$ cat src/rtl/exmu_sequencer.sv
// rtl/exmu_sequencer.sv - ExMU cache/memory request sequencer; optional memory-wait watchdog via EXMU_SEQ_TIMEOUT_EN
module exmu_sequencer #(
  parameter logic [15:0] TIMEOUT_CYCLES = 16'd1024
) (
  input  logic        i_SYSTEM_clk,
  input  logic        i_SYSTEM_rst,
  input  logic        i_EXT_readReq,
  input  logic        i_EXT_writeReq,
  input  logic        i_EXT_flushReq,
  output logic        o_EXT_readDone,
  output logic        o_EXT_writeDone,
  output logic        o_EXT_flushDone,
  input  logic        i_ExMU_readInCache,
  input  logic        i_ExMU_writeInCache,
  output logic        o_CU_ExMU_readCache,
  output logic        o_CU_ExMU_writeCache,
  output logic        o_CU_ExMU_readWriteID,
  output logic        o_CU_ExMU_readPoint,
  output logic        o_CU_ExMU_writePoint,
  output logic        o_CU_ExMU_writeMem,
  output logic        o_MEM_readReq,
  input  logic        i_MEM_readValid,
  output logic        o_MEM_writeReq,
  input  logic        i_MEM_writeAck,
  output logic [31:0] o_status
);

  typedef enum logic [2:0] {
    IDLE     = 3'd0,
    SEL_ID   = 3'd1,
    FETCH    = 3'd2,
    FILL     = 3'd3,
    SERVE    = 3'd4,
    FLUSH_LD = 3'd5,
    FLUSH_WR = 3'd6,
    DONE     = 3'd7
  } state_t;

  state_t      state;
  logic        op_write;     // operation in flight is a write (read otherwise)
  logic        fetch_after;  // current flush is the eviction step of a dirty write miss
  logic        dirty;
  logic        rr_write;     // 1: write wins the next read/write contention
  logic [11:0] hit_cnt;
  logic [11:0] miss_cnt;
  logic        err_bit;
  logic        grant_write;

  // Write is granted when requested and either favoured or uncontested
  assign grant_write = i_EXT_writeReq && (rr_write || !i_EXT_readReq);

`ifdef EXMU_SEQ_TIMEOUT_EN
  logic [15:0] wait_cnt;
  logic        wait_expired;
  logic        err;

  // Watchdog fires on the last permitted wait cycle
  assign wait_expired = (wait_cnt == (TIMEOUT_CYCLES - 16'd1));
  assign err_bit      = err;
`else
  logic unused_timeout_cfg;

  // Without the watchdog the limit has no effect and the error bit never sets
  assign unused_timeout_cfg = ^TIMEOUT_CYCLES;
  assign err_bit            = 1'b0;
`endif

  // Status word is a direct view of sequencer state
  assign o_status = {miss_cnt, hit_cnt, 1'b0, state, 1'b0, err_bit, dirty, (state != IDLE)};

  // Sequencer: state, unit controls, memory handshakes, dirty flag and counters
  always_ff @(posedge i_SYSTEM_clk or negedge i_SYSTEM_rst) begin
    if (!i_SYSTEM_rst) begin
      state                 <= IDLE;
      op_write              <= 1'b0;
      fetch_after           <= 1'b0;
      dirty                 <= 1'b0;
      rr_write              <= 1'b1;
      hit_cnt               <= 12'd0;
      miss_cnt              <= 12'd0;
      o_EXT_readDone        <= 1'b0;
      o_EXT_writeDone       <= 1'b0;
      o_EXT_flushDone       <= 1'b0;
      o_CU_ExMU_readCache   <= 1'b0;
      o_CU_ExMU_writeCache  <= 1'b0;
      o_CU_ExMU_readWriteID <= 1'b0;
      o_CU_ExMU_readPoint   <= 1'b0;
      o_CU_ExMU_writePoint  <= 1'b0;
      o_CU_ExMU_writeMem    <= 1'b0;
      o_MEM_readReq         <= 1'b0;
      o_MEM_writeReq        <= 1'b0;
`ifdef EXMU_SEQ_TIMEOUT_EN
      wait_cnt              <= 16'd0;
      err                   <= 1'b0;
`endif
    end else begin
      // single-cycle controls default low; memory requests hold their value
      o_EXT_readDone        <= 1'b0;
      o_EXT_writeDone       <= 1'b0;
      o_EXT_flushDone       <= 1'b0;
      o_CU_ExMU_readCache   <= 1'b0;
      o_CU_ExMU_writeCache  <= 1'b0;
      o_CU_ExMU_readWriteID <= 1'b0;
      o_CU_ExMU_readPoint   <= 1'b0;
      o_CU_ExMU_writePoint  <= 1'b0;
      o_CU_ExMU_writeMem    <= 1'b0;
      case (state)
        IDLE: begin
          if (i_EXT_flushReq) begin
            op_write    <= 1'b0;
            fetch_after <= 1'b0;
            if (dirty) begin
              state              <= FLUSH_LD;
              o_CU_ExMU_writeMem <= 1'b1;
            end else begin
              state           <= DONE;
              o_EXT_flushDone <= 1'b1;
            end
          end else if (grant_write) begin
            op_write <= 1'b1;
            rr_write <= 1'b0;
            if (i_ExMU_writeInCache) begin
              state                <= SERVE;
              o_CU_ExMU_writePoint <= 1'b1;
              dirty                <= 1'b1;
              hit_cnt              <= hit_cnt + 12'd1;
            end else if (dirty) begin
              state              <= FLUSH_LD;
              o_CU_ExMU_writeMem <= 1'b1;
              fetch_after        <= 1'b1;
            end else begin
              state                 <= SEL_ID;
              o_CU_ExMU_readWriteID <= 1'b1;
              miss_cnt              <= miss_cnt + 12'd1;
            end
          end else if (i_EXT_readReq) begin
            op_write <= 1'b0;
            rr_write <= 1'b1;
            if (i_ExMU_readInCache) begin
              state               <= SERVE;
              o_CU_ExMU_readPoint <= 1'b1;
              hit_cnt             <= hit_cnt + 12'd1;
            end else begin
              state    <= SEL_ID;
              miss_cnt <= miss_cnt + 12'd1;
            end
          end
        end
        SEL_ID: begin
          state         <= FETCH;
          o_MEM_readReq <= 1'b1;
`ifdef EXMU_SEQ_TIMEOUT_EN
          wait_cnt      <= 16'd0;
`endif
        end
        FETCH: begin
          if (i_MEM_readValid) begin
            o_MEM_readReq <= 1'b0;
            state         <= FILL;
            if (op_write) begin
              o_CU_ExMU_writeCache <= 1'b1;
              dirty                <= 1'b0;
            end else begin
              o_CU_ExMU_readCache <= 1'b1;
            end
          end
`ifdef EXMU_SEQ_TIMEOUT_EN
          else if (wait_expired) begin
            o_MEM_readReq   <= 1'b0;
            err             <= 1'b1;
            state           <= DONE;
            o_EXT_writeDone <= op_write;
            o_EXT_readDone  <= !op_write;
          end else begin
            wait_cnt <= wait_cnt + 16'd1;
          end
`endif
        end
        FILL: begin
          state <= SERVE;
          if (op_write) begin
            o_CU_ExMU_writePoint <= 1'b1;
            dirty                <= 1'b1;
          end else begin
            o_CU_ExMU_readPoint <= 1'b1;
          end
        end
        SERVE: begin
          state           <= DONE;
          o_EXT_writeDone <= op_write;
          o_EXT_readDone  <= !op_write;
        end
        FLUSH_LD: begin
          state          <= FLUSH_WR;
          o_MEM_writeReq <= 1'b1;
`ifdef EXMU_SEQ_TIMEOUT_EN
          wait_cnt       <= 16'd0;
`endif
        end
        FLUSH_WR: begin
          if (i_MEM_writeAck) begin
            o_MEM_writeReq <= 1'b0;
            dirty          <= 1'b0;
            fetch_after    <= 1'b0;
            if (fetch_after) begin
              state                 <= SEL_ID;
              o_CU_ExMU_readWriteID <= 1'b1;
              miss_cnt              <= miss_cnt + 12'd1;
            end else begin
              state           <= DONE;
              o_EXT_flushDone <= 1'b1;
            end
          end
`ifdef EXMU_SEQ_TIMEOUT_EN
          else if (wait_expired) begin
            o_MEM_writeReq  <= 1'b0;
            err             <= 1'b1;
            state           <= DONE;
            fetch_after     <= 1'b0;
            o_EXT_writeDone <= fetch_after;
            o_EXT_flushDone <= !fetch_after;
          end else begin
            wait_cnt <= wait_cnt + 16'd1;
          end
`endif
        end
        DONE: begin
          state <= IDLE;
        end
        default: begin
          state <= IDLE;
        end
      endcase
    end
  end

endmodule

$ cat config.mk
export PLATFORM = sky130hd
export DESIGN_NAME = exmu_sequencer
export DESIGN_NICKNAME = d
export VERILOG_FILES = /design/src/rtl/exmu_sequencer.sv
export SDC_FILE = /design/constraint.sdc
export NUM_CORES = 1
export LEC_CHECK = 0
export CORE_ASPECT_RATIO = 1.5
export CORE_MARGIN = 5
export CORE_UTILIZATION = 35
export CTS_BUF_LIST = sky130_fd_sc_hd__clkbuf_8
export DETAILED_ROUTE_END_ITERATION = 7
export PLACE_DENSITY = 0.57
export SLEW_MARGIN = 20
export SYNTH_ARGS = -nofsm -noshare
export SYNTH_HDL_FRONTEND = slang
export SYNTH_SLANG_ARGS = --single-unit
export TNS_END_PERCENT = 50
$ cat constraint.sdc
create_clock -name i_SYSTEM_clk -period 3.1 [get_ports i_SYSTEM_clk]
set_input_delay 0.93 -clock i_SYSTEM_clk [delete_from_list [all_inputs] [get_ports i_SYSTEM_clk]]
set_output_delay 0.93 -clock i_SYSTEM_clk [all_outputs]
set_load 0.01 [all_outputs]
==> results.tsv, run 1 <==
stage	metric	value	unit
status	status	completed	
die	floorplan row count	34	
final_layout	Ant. Diodes	0	
final_layout	multi-input logic area	911	sq um
die	Core Box Area	5740	sq um
clock_tree	CTS Buf Count	5	
sta	clock skew	0.00707	ns
logic_synthesis	Synth Cell Area	2060	sq um
logic_synthesis	Yosys reg bits	42	
power	PwrDens	762	nW/um^2
clock_tree	clk sinks	42	
global_route	initial antenna violation count	0	
power	Power Total	2.06	mW
clock_tree	setup bufs post-CTS	0	
power	switch share	0.377	
sta	Slew Viols, Final	0	
route	Post-DRT Antenna Nets	0	
sta	Max transition margin	0.633	
sta	setup TNS	0	ns
route	via count	1692	
final_layout	fin cells	327	
sta	worst slew pin tran	0.546	ns
clock_tree	cts repair resizes	0	
logic_synthesis	ys async rst share	1.00	
setup_path	Worst Path Arrival	1.59	ns
power	Sw Pwr	0.778	mW
final_layout	commonest non-fill, non-tap cell in the layout	clkdlybuf4s50_1	
logic_synthesis	register area share after synthesis	0.512	
setup_path	Critical Path RT	2.17	ns
die	Ports	52	
final_layout	area grow syn2layout	31.6	%
global_route	largest net degree at the start of global routing	29	
place	Buffers on Ports	48	
setup_path	end of the critical path	o_status[0]	
clock_tree	Worst-Skew Late Latency	0.29	ns
min_path	Hold WC Path Type	flip-flop to flip-flop	
place	Placement Setup Slack	0.289	ns
final_layout	final instance area	2710	sq um
sta	final hold vios	0	
sta	period utilization	0.813	
logic_synthesis	syn_area_per_cell	10.1	sq um
power	leakage	1.13	nW
power	clock power share	0.179	
sta	setup slack after layout	0.581	ns
route	Avg Vias per Cell	5.17	
final_layout	FF+latch area	1050	sq um
global_route	Remaining Overflow, GRT	0	
clock_tree	TritonCTS clock tree	yes	
setup_path	Max FO, Critical Path	6	
logic_synthesis	Synth area leader	dfrtp_1	
sta	Achievable Freq	0.397	GHz
final_layout	nets	265	
flow_run	max-capacitance violation count	0	
setup_path	worst r2r path cells	6	
setup_path	launch point of the worst reg-to-reg path	state[1]	
global_route	first-pass GRT wire length	8600	um
global_route	GRT Util Overall	0.142	
final_layout	fin util	0.471	
place	cell area after placement	2610	sq um
route	Total Wirelength	4930	um
route	wire length per cell	15.1	um
die	Die W	72.6	um
logic_synthesis	Main synth FF type	dfrtp_1	
setup_path	CP startpoint	state[1]	
clock_tree	Clock Root Buffer	clkbuf_8	
clock_tree	clk buf depth	2	
final_layout	share of cells above drive strength 1	0.102	
sta	hold_ws	0.472	ns
die	Chip Height	104	um
clock_tree	clock slew at reported path FFs	0.08	ns
setup_path	FF-to-FF setup slack	1.18	ns
logic_synthesis	Post-synth EDFFs	0	
die	Die Area	7540	sq um
logic_synthesis	Synth top area share	0.499	
final_layout	FILL cells	577	
logic_synthesis	Syn Inst Count	203	
setup_path	Startpoint Class	flip-flop	
place	DP Wirelength	3650	um
power	part of the power in registers	0.393	
power	Comb pwr share	0.428	
logic_synthesis	Yosys Warn Count	0	
power	internal power	1.28	mW
clock_tree	hold buffers post-CTS	0	
logic_synthesis	synth unique cells	42	
sta	final setup vio count	0	
route	drt drc	0	
sta	minimum clock period	2.52	ns
die	Initial Util	0.358	
sta	RSZ-0062 raised after global routing	no	
clock_tree	H-tree levels	2	
logic_synthesis	Synth area leaders	dfrtp_1 50%, xnor2_1 8.5%, nand3_1 4.1%	
setup_path	Critical Path End Type	output port	
global_route	vias in the first global route	1717	
setup_path	Setup CP Type	flip-flop to output port	
final_layout	most frequent cells in the layout	47 x clkdlybuf4s50_1, 41 x dfrtp_1, 20 x xnor2_1, 17 x nand3_1, 16 x nand2_1	
setup_path	Reg2Reg Capture Point	hit_cnt[6]	
route	Pre-antenna DRT Iters	4	
place	Inst Count DP	319	
route	DRT iter0 DRCs	65	
power	Max VDD drop	0.320	mV
place	GPL Wtd Cong	0.761	
[power by group through the flow]
stage	Sequential, mW	Clock [mW]	Combinational (mW)
after floorplan	0.831	0	0.483
after global placement	0.819	0	0.885
after detailed placement	0.820	0	0.892
after CTS	0.809	0.391	0.894
after global routing	0.831	0.413	0.981
final	0.810	0.369	0.883
[state kept, by name, indices dropped and copies added (netlist names)]
register               cells
dirty                      1
fetch_after                1
hit_cnt                   12
miss_cnt                  12
o_CU_ExMU_readCache        1
o_CU_ExMU_readPoint        1
o_CU_ExMU_readWriteID      1
o_CU_ExMU_writeCache       1
o_CU_ExMU_writeMem         1
o_CU_ExMU_writePoint       1
o_EXT_flushDone            1
o_EXT_readDone             1
o_EXT_writeDone            1
o_MEM_readReq              1
o_MEM_writeReq             1
op_write                   1
rr_write                   1
state                      3
[Yosys cell counts, types with 2 or more instances]
cell type	number
o22ai_1	4
xnor2_1	20
and4_1	4
a21oi_1	10
dfrtp_1	41
nor2_1	11
mux2_2	3
xor2_1	2
nor3_1	5
nand2b_1	3
nor2b_1	3
buf_2	5
nor4_1	2
buf_4	5
clkbuf_1	4
a32oi_1	2
ha_1	2
nand3_1	17
a31oi_1	3
nand2_1	16
inv_1	6
and3_1	6
nor4b_1	2
o21ai_0	4
nand4_1	4
o31ai_1	3
[cell type report]
type	instances	area share
repair buffers	56	0.198
clock buffers	6	0.0305
flip-flops and latches	42	0.389
multi-input cells	143	0.337
well taps	72	0.0333
inverters	6	0.00832
clock inverters	2	0.00462
[kinds of logic (layout without fill, tap and decap cells)]
group | count (synthesis) | count (layout) | synth area share
other cells | 1 | 3 | 0.00182
fa+ha+maj | 2 | 2 | 0.0122
mux | 3 | 3 | 0.0164
buf+inv | 20 | 70 | 0.0487
compound gates | 34 | 34 | 0.108
xor+xnor | 22 | 22 | 0.0937
flops | 42 | 42 | 0.512
simple gates | 79 | 79 | 0.207
[per-layer routing]
metal	vias up	part of all wire	global-route usage
met4	0	0.015	0.0475
met3	4	0.054	0.0319
met1	831	0.40	0.173
met2	48	0.53	0.243
li1	809	-	-
met5	-	0	0
[worst min-delay path by stage]
stage,start,end,slack (ns),depth (start not counted)
2_1_floorplan,op_write,o_EXT_readDone,0.49,1
3_3_place_gp,miss_cnt[11],miss_cnt[11],0.46,1
3_5_place_dp,hit_cnt[11],hit_cnt[11],0.47,1
4_1_cts,hit_cnt[11],hit_cnt[11],0.48,1
5_1_grt,hit_cnt[7],hit_cnt[7],0.51,1
6_report,hit_cnt[11],hit_cnt[11],0.47,1
[worst max-delay path: stages, from the launching register on]
cell and delay (ns):
dfrtp_1 0.40, nor3_2 0.19, buf_4 0.18, inv_1 0.06, clkdlybuf4s50_1 0.48
No activity file was read; power rests on OpenSTA's default activity.
==> run 2, diff against run 1 <==
--- a/config.mk
+++ b/config.mk
@@ -10,7 +10,7 @@
 export CORE_UTILIZATION = 35
 export CTS_BUF_LIST = sky130_fd_sc_hd__clkbuf_8
 export DETAILED_ROUTE_END_ITERATION = 7
-export PLACE_DENSITY = 0.57
+export PLACE_DENSITY = 0.6
 export SLEW_MARGIN = 20
 export SYNTH_ARGS = -nofsm -noshare
 export SYNTH_HDL_FRONTEND = slang
==> constraint.sdc (replaced) <==
create_clock -name i_SYSTEM_clk -period 2 [get_ports i_SYSTEM_clk]
set_input_delay 0.6 -clock i_SYSTEM_clk [delete_from_list [all_inputs] [get_ports i_SYSTEM_clk]]
set_output_delay 0.6 -clock i_SYSTEM_clk [all_outputs]
set_load 0.01 [all_outputs]
==> run 2 against run 1 <==
  * Hold slack worse by 0.25 ns
  * Clock skew down 0.0025 ns
  * Final cell count is 8.6% higher
==> results.tsv, run 2 (synthesis results as in run 1) <==
stage	metric	value	unit	change
status	status	completed		
setup_path	FF-to-FF setup slack	0.21	ns	-0.97 ns
place	Buffers on Ports	48		unchanged
final_layout	fin cells	355		+8.6%
route	Avg Vias per Cell	5.00		-3.4%
final_layout	fin util	0.518		+0.0466
route	drt drc	0		unchanged
clock_tree	clock slew at reported path FFs	0.08	ns	about the same
sta	period utilization	0.951		
global_route	initial antenna violation count	0		unchanged
global_route	vias in the first global route	1728		+0.64%
final_layout	area grow syn2layout	44.7	%	
clock_tree	Worst-Skew Late Latency	0.29	ns	about the same
setup_path	Bufs and invs on worst path	2		-1
die	Chip Height	104	um	unchanged
route	Total Wirelength	4910	um	-0.43%
setup_path	Reg2Reg Capture Point	fetch_after		
setup_path	Setup CP Type	flip-flop to output port		
setup_path	launch point of the worst reg-to-reg path	rr_write		
setup_path	CP Depth	3		-1
clock_tree	Clock Root Buffer	clkbuf_8		
power	leakage	1.31	nW	+15%
place	Inst Count DP	345		+8.2%
route	DRT iter0 DRCs	53		-18%
route	Post-DRT Antenna Nets	0		unchanged
die	Initial Util	0.358		unchanged
place	DP Wirelength	3800	um	+4.0%
clock_tree	clk sinks	42		unchanged
route	via count	1774		+4.8%
final_layout	most frequent cells in the layout	41 x dfrtp_1, 41 x clkdlybuf4s50_1, 31 x buf_4, 20 x xnor2_1, 16 x nand3_1		
sta	final hold vios	0		unchanged
final_layout	largest registers in the final layout	hit_cnt: 12 flops, miss_cnt: 12 flops, state: 3 flops		
final_layout	final instance area	2970	sq um	+9.9%
route	wire length per cell	13.8	um	-8.3%
setup_path	Max FO, Critical Path	2		-4
global_route	first-pass GRT wire length	8420	um	-2.1%
final_layout	nets	293		+11%
setup_path	CP Cell Sequence	nor3_4 -> inv_1 -> dlygate4sd2_1		
clock_tree	clk buf depth	2		unchanged
power	Max VDD drop	0.486	mV	+52%
setup_path	end of the critical path	o_status[0]		
final_layout	Ant. Diodes	0		unchanged
setup_path	Critical Path End Type	output port		
power	PwrDens	1140	nW/um^2	+50%
route	Pre-antenna DRT Iters	4		unchanged
die	floorplan row count	34		unchanged
die	Die Area	7540	sq um	unchanged
setup_path	Worst Path Arrival	1.30	ns	-0.29 ns
setup_path	worst r2r path cells	6		unchanged
power	Power Total	3.39	mW	+65%
setup_path	CP startpoint	state[2]		
global_route	Remaining Overflow, GRT	0		unchanged
clock_tree	CTS Buf Count	5		unchanged
sta	RSZ-0062 raised after global routing	no		
sta	Slew Viols, Final	0		unchanged
clock_tree	hold buffers post-CTS	0		unchanged
clock_tree	H-tree levels	2		unchanged
clock_tree	TritonCTS clock tree	yes		
die	Ports	52		unchanged
die	Core Box Area	5740	sq um	unchanged
min_path	Hold WC Path Type	input pin to asynchronous set/reset pin		
final_layout	share of cells above drive strength 1	0.208		+0.107
sta	Achievable Freq	0.526	GHz	
setup_path	Startpoint Class	flip-flop		
die	Die W	72.6	um	unchanged
global_route	largest net degree at the start of global routing	19		-34%
setup_path	slowest stage delay, CP	0.42	ns	-0.06 ns
place	GPL Wtd Cong	0.822		+8.0%
sta	minimum clock period	1.90	ns	
sta	clock skew	0.00455	ns	-0.00253 ns
sta	final setup vio count	0		unchanged
global_route	GRT Util Overall	0.139		-0.00370
setup_path	Critical Path RT	1.40	ns	-0.77 ns
flow_run	max-capacitance violation count	0		unchanged
setup_path	slowest CP cell	dfrtp_1		
setup_path	CP top delay family	flip-flops		
place	cell area after placement	2810	sq um	+7.5%
run 2: changes by cell type in the layout (fill, tap and decap cells not counted), sizes merged:
cell / previous run / this run
dlygate4sd2: 0 / 4
inv: 6 / 7
dlymetal6s2s: 0 / 2
buf: 9 / 37
clkinvlp: 1 / 0
clkdlybuf4s50: 47 / 41
run 2: worst min path at each step:
stage / cells past startpoint / from / end / slack (ns)
2_1_floorplan: 0 / i_SYSTEM_rst / dirty / 0.30
3_3_place_gp: 1 / miss_cnt[11] / miss_cnt[11] / 0.46
3_5_place_dp: 1 / miss_cnt[11] / miss_cnt[11] / 0.46
4_1_cts: 1 / i_SYSTEM_rst / miss_cnt[6] / 0.23
5_1_grt: 1 / i_SYSTEM_rst / miss_cnt[6] / 0.25
6_report: 1 / i_SYSTEM_rst / miss_cnt[6] / 0.22
run 2: layout make-up:
class	count	area (sq um)
fillers	571	2770
flip-flops and latches	42	1050
multi-input cells	143	953
repair buffers	84	764
well taps	72	90.1
clock buffers	6	82.6
inverters	6	22.5
clock inverters	2	8.76
run 2: repair_timing:
action                                  CTS  global route
buffers inserted                          1             1
endpoints found under the setup margin   10            24
gates resized for setup                   9            11
pin swaps                                 2             3
run 2: worst register-to-register path, cell delays in order (launching register included):
cell and delay [ns]:
dfstp_2 0.58, nand2b_1 0.18, and3_4 0.22, buf_4 0.10, nor2_1 0.03, a211oi_1 0.22
mux2_2 0.36
run 2: report_power, final:
group	total, mW	internal, mW	switching (mW)	leakage, nW
Combinational	1.59	0.817	0.776	0.698
Sequential	1.24	1.05	0.187	0.556
Clock	0.560	0.274	0.287	0.0524
run 2: metal layers:
metal,track usage,wire (um),vias up
li1,-,-,875
met1,0.165,2000,853
met2,0.243,2640,40
met3,0.0242,186,6
met4,0.0515,82,0
met5,0,0,-
run 2: metrics by stage:
stage	setup TNS [ns]	setup slack (ns)	hold slack (ns)
after floorplan	0	0.190	0.304
after global placement	-6.14	-0.310	0.462
after detailed placement	-6.84	-0.338	0.465
after CTS	0	0.0282	0.233
after global routing	0	0.00491	0.246
final	0	0.0985	0.221
==> run 3, diff against run 2 <==
--- a/config.mk
+++ b/config.mk
@@ -11,6 +11,7 @@
 export CTS_BUF_LIST = sky130_fd_sc_hd__clkbuf_8
 export DETAILED_ROUTE_END_ITERATION = 7
 export PLACE_DENSITY = 0.6
+export SKIP_LAST_GASP = 1
 export SLEW_MARGIN = 20
 export SYNTH_ARGS = -nofsm -noshare
 export SYNTH_HDL_FRONTEND = slang
==> run 3 against run 2 <==
  * Global-route usage is the same
  * Sequential share of layout area increased by 0.075 points
  * Hold slack is essentially flat
  * Via count rose by 0.51%
  * Final area down 0.21%
  * Critical path depth unchanged
  * Non-clock buffer count unchanged
  * Core utilization decreased by 0.11 points
==> results.tsv, run 3 (synthesis results as in run 1) <==
stage	metric	value	unit	change
status	status	completed		
global_route	largest net degree at the start of global routing	19		unchanged
route	via count	1783		+0.51%
setup_path	Critical Path RT	1.40	ns	about the same
sta	final setup vio count	0		unchanged
sta	Achievable Freq	0.517	GHz	-1.7%
clock_tree	TritonCTS clock tree	yes		
clock_tree	clock slew at reported path FFs	0.08	ns	about the same
route	drt drc	0		unchanged
power	leakage	1.31	nW	about the same
route	wire length per cell	13.9	um	+0.16%
power	Max VDD drop	0.486	mV	-0.12%
sta	setup TNS	0	ns	unchanged
route	Total Wirelength	4920	um	+0.16%
final_layout	share of cells above drive strength 1	0.208		unchanged
route	Avg Vias per Cell	5.02		+0.51%
setup_path	Max FO, Critical Path	2		unchanged
place	Buffers on Ports	48		unchanged
flow_run	max-capacitance violation count	0		unchanged
sta	RSZ-0062 raised after global routing	yes		
sta	clock skew	0.00402	ns	-0.000525 ns
place	GPL Wtd Cong	0.822		unchanged
power	Comb pwr share	0.471		about the same
setup_path	Reg2Reg Capture Point	fetch_after		
sta	period utilization	0.968		+0.0168
place	DP Wirelength	3800	um	unchanged
die	Die Area	7540	sq um	unchanged
route	Post-DRT Antenna Nets	0		unchanged
route	DRT iter0 DRCs	55		+3.8%
clock_tree	CTS Buf Count	5		unchanged
global_route	GRT Util Overall	0.139		unchanged
clock_tree	H-tree levels	2		unchanged
global_route	vias in the first global route	1736		+0.46%
sta	hold_ws	0.221	ns	-0.0000860 ns
die	Core Box Area	5740	sq um	unchanged
final_layout	nets	293		unchanged
global_route	first-pass GRT wire length	8420	um	unchanged
power	part of the power in registers	0.363		-0.002
power	Sw Pwr	1.24	mW	-0.67%
power	internal power	2.14	mW	-0.13%
die	Initial Util	0.358		unchanged
setup_path	launch point of the worst reg-to-reg path	rr_write		
die	Chip Height	104	um	unchanged
final_layout	Ant. Diodes	0		unchanged
setup_path	FF-to-FF setup slack	0.21	ns	about the same
setup_path	slowest CP cell	dfrtp_1		
power	Power Total	3.38	mW	-0.33%
setup_path	slowest stage delay, CP	0.40	ns	-0.02 ns
die	Ports	52		unchanged
die	Die W	72.6	um	unchanged
global_route	Remaining Overflow, GRT	0		unchanged
clock_tree	clk buf depth	2		unchanged
setup_path	CP Cell Sequence	nor3_2 -> inv_1 -> dlygate4sd2_1		
sta	final hold vios	0		unchanged
clock_tree	Clock Root Buffer	clkbuf_8		
power	clock power share	0.166		about the same
final_layout	FILL cells	573		+0.35%
setup_path	Setup CP Type	flip-flop to output port		
final_layout	most frequent cells in the layout	41 x dfrtp_1, 41 x clkdlybuf4s50_1, 31 x buf_4, 20 x xnor2_1, 16 x nand3_1		
setup_path	Startpoint Class	flip-flop		
clock_tree	clk sinks	42		unchanged
min_path	Hold WC Path Type	input pin to asynchronous set/reset pin		
power	PwrDens	1140	nW/um^2	-0.12%
final_layout	final instance area	2970	sq um	-0.21%
setup_path	Worst Path Arrival	1.34	ns	+0.04 ns
setup_path	Critical Path End Type	output port		
route	Pre-antenna DRT Iters	4		unchanged
sta	Slew Viols, Final	0		unchanged
final_layout	area grow syn2layout	44.4	%	
sta	minimum clock period	1.94	ns	+0.0336 ns
clock_tree	Worst-Skew Late Latency	0.29	ns	about the same
final_layout	FF+latch area	1050	sq um	unchanged
setup_path	worst r2r path cells	6		unchanged
place	cell area after placement	2810	sq um	unchanged
final_layout	largest registers in the final layout	hit_cnt: 12 flops, miss_cnt: 12 flops, state: 3 flops		
power	switch share	0.367		-0.00124
global_route	initial antenna violation count	0		unchanged
final_layout	multi-input logic area	947	sq um	-0.66%
die	floorplan row count	34		unchanged
## run 3: worst max path at each step
stage / startpoint / endpoint / slack [ns] / cells past startpoint
after floorplan: i_EXT_writeReq / miss_cnt[7] / 0.19 / 7
after global placement: i_EXT_writeReq / miss_cnt[7] / -0.31 / 7
after detailed placement: i_EXT_writeReq / miss_cnt[8] / -0.34 / 7
after CTS: i_EXT_writeReq / hit_cnt[6] / -0.01 / 6
after global routing: state[2] / o_status[0] / -0.04 / 3
final: state[2] / o_status[0] / 0.06 / 3
## run 3: layout make-up
type / count / area share
Clock buffer: 6 / 0.0278
Clock inverter: 2 / 0.00295
Inverter: 6 / 0.00759
Multi-Input combinational cell: 143 / 0.319
Sequential cell: 42 / 0.355
Tap cell: 72 / 0.0304
Timing Repair Buffer: 84 / 0.258
## run 3: critical path: cells and delay by family, from the launching register on
| kind | cells | cell delay (ns) |
|---|---|---|
| flip-flops | 1 | 0.40 |
| buffers and inverters | 2 | 0.38 |
| AND/OR/NAND/NOR | 1 | 0.26 |
## run 3: power by group through the flow
stage | combinational (mW) | sequential, mW | clock (mW)
6_report | 1.59 | 1.23 | 0.559
5_1_grt | 1.75 | 1.27 | 0.608
4_1_cts | 1.57 | 1.23 | 0.574
3_5_place_dp | 1.56 | 1.24 | 0
3_3_place_gp | 1.55 | 1.24 | 0
2_1_floorplan | 0.749 | 1.29 | 0
## run 3: repair_timing
action	4_1_cts	5_1_grt
gates resized for setup	8	11
hold buffers	0	0
pin swaps	2	3
setup endpoints to repair	10	24
endpoints found under the hold margin	0	0
buffers inserted	1	1
## run 3: routing by layer
| layer | share of wire | GRT usage |
|---|---|---|
| met1 | 0.40 | 0.164 |
| met2 | 0.54 | 0.244 |
| met3 | 0.041 | 0.0242 |
| met4 | 0.017 | 0.0515 |
| met5 | 0 | 0 |
## run 3: per-stage QoR
stage / utilization / setup slack [ns] / instances
floorplan: - / 0.190 / 205
global placement: 0.489 / -0.310 / 345
detailed placement: 0.489 / -0.338 / 345
CTS: 0.508 / -0.0115 / 354
global route: 0.517 / -0.0447 / 355
finish: 0.517 / 0.0649 / 355
